[src/rtl/byte_bus_controller_if.sv]
// Cache-side request port: the arbiter (master) presents one request and holds it until ready;
// the byte bus controller (slave) returns a one-cycle ready pulse with the little-endian result.
interface byte_bus_controller_if;
    logic        waiting;
    logic        wr;
    logic [2:0]  len;
    logic [31:0] addr;
    logic [31:0] value;
    logic        ready;
    logic [31:0] result;

    modport master (
        output waiting, wr, len, addr, value,
        input  ready, result
    );

    modport slave (
        input  waiting, wr, len, addr, value,
        output ready, result
    );
endinterface

[src/rtl/byte_bus_controller.sv]
// Splits one 1/2/4-byte cache request into single-byte RAM transactions; read ready N+1 cycles, write N cycles after acceptance.
// rdy_in low freezes every register and gates mem_wr; the requester must hold its request until the ready pulse.
module byte_bus_controller (
    input  logic                        clk_in,
    input  logic                        rst_in,
    input  logic                        rdy_in,
    input  logic                        RoB_clear,
    input  logic [7:0]                  mem_din,
    output logic [7:0]                  mem_dout,
    output logic [31:0]                 mem_a,
    output logic                        mem_wr,
    byte_bus_controller_if.slave        req
);

    typedef enum logic [2:0] {
        IDLE  = 3'd0,
        READ  = 3'd1,
        WRITE = 3'd2,
        DONE  = 3'd3,
        GAP   = 3'd4
    } state_t;

    state_t      state_q, state_nxt;
    logic [2:0]  cnt_q, cnt_nxt;
    logic [2:0]  n_q, n_nxt;
    logic [31:0] addr_q, addr_nxt;
    logic [31:0] value_q, value_nxt;
    logic [31:0] mem_a_q, mem_a_nxt;
    logic [7:0]  dout_q, dout_nxt;
    logic        mem_wr_q, mem_wr_nxt;
    logic [31:0] result_q, result_nxt;
    logic        ready_q, ready_nxt;
    logic        squash_q, squash_nxt;

    logic [2:0]  req_n;
    logic [31:0] next_a;
    logic [4:0]  rd_sel;
    logic [4:0]  wr_sel;
    logic        squash_now;

    assign req_n  = (req.len == 3'd0) ? 3'd1 : (req.len == 3'd1) ? 3'd2 : 3'd4;
    assign next_a = addr_q + {29'd0, cnt_q} + 32'd1;
    // Byte captured this edge belongs to the address presented one cycle earlier.
    assign rd_sel = {cnt_q[1:0] - 2'd1, 3'b000};
    assign wr_sel = {cnt_q[1:0] + 2'd1, 3'b000};
    assign squash_now = squash_q | RoB_clear;

    always_ff @(posedge clk_in) begin
        if (rst_in) begin
            state_q  <= IDLE;
            cnt_q    <= 3'd0;
            n_q      <= 3'd0;
            addr_q   <= 32'd0;
            value_q  <= 32'd0;
            mem_a_q  <= 32'd0;
            dout_q   <= 8'd0;
            mem_wr_q <= 1'b0;
            result_q <= 32'd0;
            ready_q  <= 1'b0;
            squash_q <= 1'b0;
        end else if (rdy_in) begin
            state_q  <= state_nxt;
            cnt_q    <= cnt_nxt;
            n_q      <= n_nxt;
            addr_q   <= addr_nxt;
            value_q  <= value_nxt;
            mem_a_q  <= mem_a_nxt;
            dout_q   <= dout_nxt;
            mem_wr_q <= mem_wr_nxt;
            result_q <= result_nxt;
            ready_q  <= ready_nxt;
            squash_q <= squash_nxt;
        end
    end

    always_comb begin
        state_nxt  = state_q;
        cnt_nxt    = cnt_q;
        n_nxt      = n_q;
        addr_nxt   = addr_q;
        value_nxt  = value_q;
        mem_a_nxt  = mem_a_q;
        dout_nxt   = dout_q;
        mem_wr_nxt = mem_wr_q;
        result_nxt = result_q;
        ready_nxt  = 1'b0;
        squash_nxt = squash_q;

        case (state_q)
            IDLE: begin
                mem_a_nxt  = 32'd0;
                mem_wr_nxt = 1'b0;
                if (RoB_clear) begin
                    state_nxt = GAP;
                end else if (req.waiting) begin
                    addr_nxt   = req.addr;
                    value_nxt  = req.value;
                    n_nxt      = req_n;
                    cnt_nxt    = 3'd0;
                    mem_a_nxt  = req.addr;
                    result_nxt = 32'd0;
                    squash_nxt = 1'b0;
                    if (req.wr) begin
                        state_nxt  = WRITE;
                        dout_nxt   = req.value[7:0];
                        mem_wr_nxt = 1'b1;
                    end else begin
                        state_nxt  = READ;
                    end
                end
            end

            READ: begin
                if (RoB_clear) begin
                    state_nxt  = GAP;
                    result_nxt = 32'd0;
                    mem_a_nxt  = 32'd0;
                    cnt_nxt    = 3'd0;
                end else begin
                    if (cnt_q != 3'd0) begin
                        result_nxt[rd_sel +: 8] = mem_din;
                    end
                    if (cnt_q == n_q) begin
                        state_nxt = DONE;
                        ready_nxt = 1'b1;
                    end else begin
                        if (cnt_q + 3'd1 < n_q) begin
                            mem_a_nxt = next_a;
                        end
                        cnt_nxt = cnt_q + 3'd1;
                    end
                end
            end

            WRITE: begin
                // A flush cannot cancel bytes already committed; it only suppresses the ready pulse.
                if (cnt_q + 3'd1 < n_q) begin
                    mem_a_nxt  = next_a;
                    dout_nxt   = value_q[wr_sel +: 8];
                    cnt_nxt    = cnt_q + 3'd1;
                    squash_nxt = squash_now;
                end else begin
                    state_nxt  = DONE;
                    ready_nxt  = ~squash_now;
                    mem_wr_nxt = 1'b0;
                    mem_a_nxt  = 32'd0;
                    cnt_nxt    = 3'd0;
                    squash_nxt = 1'b0;
                end
            end

            DONE: begin
                state_nxt = GAP;
            end

            GAP: begin
                state_nxt = IDLE;
                cnt_nxt   = 3'd0;
            end

            default: begin
                state_nxt = IDLE;
            end
        endcase
    end

    assign mem_a      = mem_a_q;
    assign mem_dout   = dout_q;
    assign mem_wr     = mem_wr_q & rdy_in;
    assign req.ready  = ready_q;
    assign req.result = result_q;

endmodule

[src/flat_wrapper.sv]
// flat-port wrapper written by rule: the top's interface ports become plain ports
module byte_bus_controller_flat 
  (clk_in, rst_in, rdy_in, RoB_clear, mem_din, mem_dout, mem_a, mem_wr, req_waiting, req_wr, req_len, req_addr, req_value, req_ready, req_result);
  byte_bus_controller_if req_i ();
  input  logic clk_in;
  input  logic rst_in;
  input  logic rdy_in;
  input  logic RoB_clear;
  input  logic [7:0] mem_din;
  output logic [7:0] mem_dout;
  output logic [31:0] mem_a;
  output logic mem_wr;
  input wire logic [$bits(req_i.waiting)-1:0] req_waiting;
  input wire logic [$bits(req_i.wr)-1:0] req_wr;
  input wire logic [$bits(req_i.len)-1:0] req_len;
  input wire logic [$bits(req_i.addr)-1:0] req_addr;
  input wire logic [$bits(req_i.value)-1:0] req_value;
  output wire logic [$bits(req_i.ready)-1:0] req_ready;
  output wire logic [$bits(req_i.result)-1:0] req_result;
  assign req_i.waiting = req_waiting;
  assign req_i.wr = req_wr;
  assign req_i.len = req_len;
  assign req_i.addr = req_addr;
  assign req_i.value = req_value;
  assign req_ready = req_i.ready;
  assign req_result = req_i.result;
  byte_bus_controller u_core (.clk_in(clk_in), .rst_in(rst_in), .rdy_in(rdy_in), .RoB_clear(RoB_clear), .mem_din(mem_din), .mem_dout(mem_dout), .mem_a(mem_a), .mem_wr(mem_wr), .req(req_i));
endmodule
[config.mk]
export PLATFORM = sky130hd
export DESIGN_NAME = byte_bus_controller_flat
export DESIGN_NICKNAME = d
export VERILOG_FILES = /design/src/rtl/byte_bus_controller_if.sv /design/src/rtl/byte_bus_controller.sv /design/src/flat_wrapper.sv
export SDC_FILE = /design/constraint.sdc
export NUM_CORES = 1
export LEC_CHECK = 0
export CORE_MARGIN = 2
export CORE_UTILIZATION = 45
export DETAILED_ROUTE_END_ITERATION = 6
export PLACE_DENSITY = 0.79
export SYNTH_ARGS = -nofsm -noshare
export SYNTH_HDL_FRONTEND = slang
export SYNTH_SLANG_ARGS = --single-unit
[constraint.sdc]
create_clock -name clk_in -period 4.9 [get_ports clk_in]
set_clock_uncertainty 0.05 [all_clocks]
set_input_delay 1.225 -clock clk_in [delete_from_list [all_inputs] [get_ports clk_in]]
set_output_delay 1.225 -clock clk_in [all_outputs]
set_load 0.02 [all_outputs]
==> impl_metrics.tcl <==
set metrics [dict create \
    yosysMostFrequentCell "nand2_1" \
    syn_nets 948 \
    num_antenna_cells 0 \
    n_fill_cell 1323 \
    ys_seq_area_frac 0.422 \
    placed_cell_area_sq_mm 0.00863 \
    holdPathStages 2 \
    synth_cell_type_count 69 \
    grt_usage 0.235 \
    wirelength_mm 19.4 \
    highest_layer "met4" \
    synth_common_cells "169 x nand2_1, 148 x dfxtp_1, 104 x a21oi_1" \
    drt-initial-drc-count 576 \
    rsz0062_at_grt "no" \
    synthAdderAreaFrac 0.0242 \
    leakagePower_nw 3.13 \
    seq_area_sq_mm 0.00296 \
    ff2ff_setup_slack_ns 1.46 \
    whs_ns 0.402 \
    rr_startpoint "u_core.cnt_q[0]" \
    drt-met1-wl_mm 8.42 \
    crit_fanout 10 \
    grt_max_degree 82 \
    core.rowCount 45 \
    ir_drop_mv 0.220 \
    start_kind "input port" \
    slew_headroom 0.284 \
    die-width_um 129 \
    cts_tree "yes" \
    crit_type "in -> out" \
    worstSkewPairLatency_ns 0.43 \
    fin_cells 1177 \
    syn_to_final_growth_pct 30.8 \
    grt_antenna_before_repair 0 \
    hp-start "u_core.addr_q[0]" \
    num_vias 6739 \
    ys.flop_type "dfxtp_1" \
    r2r_cells 8 \
    fin_ws_ns 0.959 \
    port-buffer-count 154 \
    place_hpwl_mm 13.1 \
    cts.htree.levels 4 \
    placeableCoreArea_sq_mm 0.0152 \
    finalInstanceArea_sq_mm 0.00918 \
    synth_area_leader_cell "dfxtp_1" \
    synth_cells 854 \
    dr_wl_met3_mm 1.36 \
    initial_core_util 0.462 \
    setup-violations-final 0 \
    post-place-ws_ns 0.962 \
    drv_cap 0 \
    synth_top_area_frac 0.422 \
    post_cts_resized 0 \
    cts_hold_buf 0 \
    synth_edf_count 0 \
    netlist_area_sq_mm 0.00702 \
    gr-total-overflow 0 \
    cts_buffers 17 \
    postRouteAntennaNets 0 \
    ys_ff_latch 148 \
    synth_compound_area_frac 0.216 \
    dpl.cell_count 1147 \
    finalNetCount 1072 \
    avgViaCountPerCell 5.73 \
    routed-wl-met2_mm 9.15 \
    firstDrtPassIters 5 \
    worst_pin_slew_ns 1.07 \
    synthArstFlopShare 0 \
    drv_slew 0 \
    root_buffer "clkbuf_16" \
    hold_end "u_core.addr_q[0]" \
    die_area_sq_mm 0.0166 \
    clockBufferDepth 2 \
    cp.required_ns 3.62 \
    cts_setup_buffers 0 \
    first_global_vias 6318 \
    max_freq_mhz 254 \
    finalCriticalPeriod_ns 3.94 \
    die_h_um 129 \
    powerDensity_mw_per_mm2 316 \
    gp_congestion 0.890 \
    ios 155 \
    synth_xor_area_frac 0.0225 \
    end_kind "output port" \
    multi_input_area_sq_mm 0.00374 \
    cts.sinks 148 \
    synth_top_family_by_area "simple AND/OR/NAND/NOR gates" \
    postSynthAreaPerCell_sq_um 8.22 \
    period_share 0.804 \
    layout-drive-gt1-share 0.0708 \
    grt_pass1_wl_mm 31.0 \
    outcome "complete, no violations" \
    yosys-mux-area-fraction 0.0300 \
    drc 0 \
    finalHoldViolCount 0 \
    reg2reg_to "u_core.mem_a[26]" \
    path_clk_slew_ns 0.05 \
    tns_ns 0 \
    ys_warn_count 0 \
    cp.arrival_ns 2.67 \
    synth_area_leaders "dfxtp_1 42%, nand2_1 9.0%, a21oi_1 7.4%, nor2_1 4.3%, mux4_2 2.6%" \
    synth-simple-area-share 0.239 \
    detail_route.wl_per_cell_um 16.5 \
    hold_path_class "reg -> reg" \
]
==> metrics by stage <==
| step | util | total power [mW] |
|---|---|---|
| 2_1_floorplan | - | 1.51 |
| 3_3_place_gp | 0.568 | 1.68 |
| 3_5_place_dp | 0.568 | 1.69 |
| 4_1_cts | 0.604 | 2.92 |
| 5_1_grt | 0.604 | 3.01 |
| 6_report | 0.604 | 2.90 |
==> metal layers <==
metal | track usage | vias up
met5 | 0 | -
met4 | 0.0953 | 0
met2 | 0.370 | 276
met1 | 0.307 | 3108
met3 | 0.0624 | 41
li1 | - | 3314
==> registers in the layout, indices dropped and copies added, names as in the netlist <==
name / count
u_core.value_q: 32
u_core.n_q: 3
u_core.squash_q: 1
u_core.state_q: 3
u_core.req.ready: 1
u_core.mem_wr_q: 1
u_core.mem_a: 32
u_core.cnt_q: 3
u_core.mem_dout: 8
u_core.addr_q: 32
u_core.req.result: 32
==> worst max-delay path: stages <==
cell	delay (ns)
clkdlybuf4s50_1	0.67
and2_1	0.18
clkdlybuf4s50_1	0.59
==> layout make-up <==
type | count | share of cell area
timing repair buffer | 165 | 0.178
inverter | 15 | 0.00613
clock inverter | 9 | 0.0117
multi-input combinational | 631 | 0.408
tap | 188 | 0.0256
sequential | 148 | 0.323
clock buffer | 21 | 0.0480
==> cell usage in the layout (no fill, tap or decap), types with 8 or more instances in the layout <==
| master | instances |
|---|---|
| a311oi_1 | 11 |
| dfxtp_1 | 148 |
| nor4_1 | 9 |
| clkdlybuf4s50_1 | 153 |
| a22oi_1 | 23 |
| clkbuf_16 | 17 |
| mux4_2 | 8 |
| buf_4 | 11 |
| nor3_1 | 19 |
| nand2_1 | 169 |
| a211oi_1 | 14 |
| a221oi_1 | 12 |
| nand4_1 | 8 |
| ha_1 | 12 |
| nor2_1 | 80 |
| xor2_1 | 12 |
| nand3_1 | 22 |
| o211ai_1 | 8 |
| inv_1 | 15 |
| o21ai_1 | 10 |
| a21oi_1 | 104 |
==> power by group <==
group          leakage, nW  switching, mW  internal, mW  total (mW)
logic                 1.67          0.204         0.173       0.377
registers             1.20         0.0402          1.25        1.29
clock network        0.263          0.495         0.742        1.24
total                 3.13          0.739          2.17        2.90
==> worst max path at each step <==
stage	startpoint	to	slack (ns)	depth (start not counted)
CTS	rdy_in	mem_wr	0.96	3
global route	rdy_in	mem_wr	0.92	3
global placement	rdy_in	mem_wr	0.96	3
detailed placement	rdy_in	mem_wr	0.96	3
floorplan	u_core.cnt_q[0]	u_core.mem_a[28]	1.71	10
finish	rdy_in	mem_wr	0.96	3
==> kinds of logic (layout without fill, tap and decap cells) <==
kind of cell,count (synthesis),in the layout
buffers and inverters,75,210
multiplexers,11,11
adder cells (fa/ha/maj),13,13
flip-flops,148,148
XOR/XNOR,18,18
AO/OA/AOI/OAI,230,230
AND/OR/NAND/NOR,359,359
Note: power is estimated with default switching activity, not from simulation.
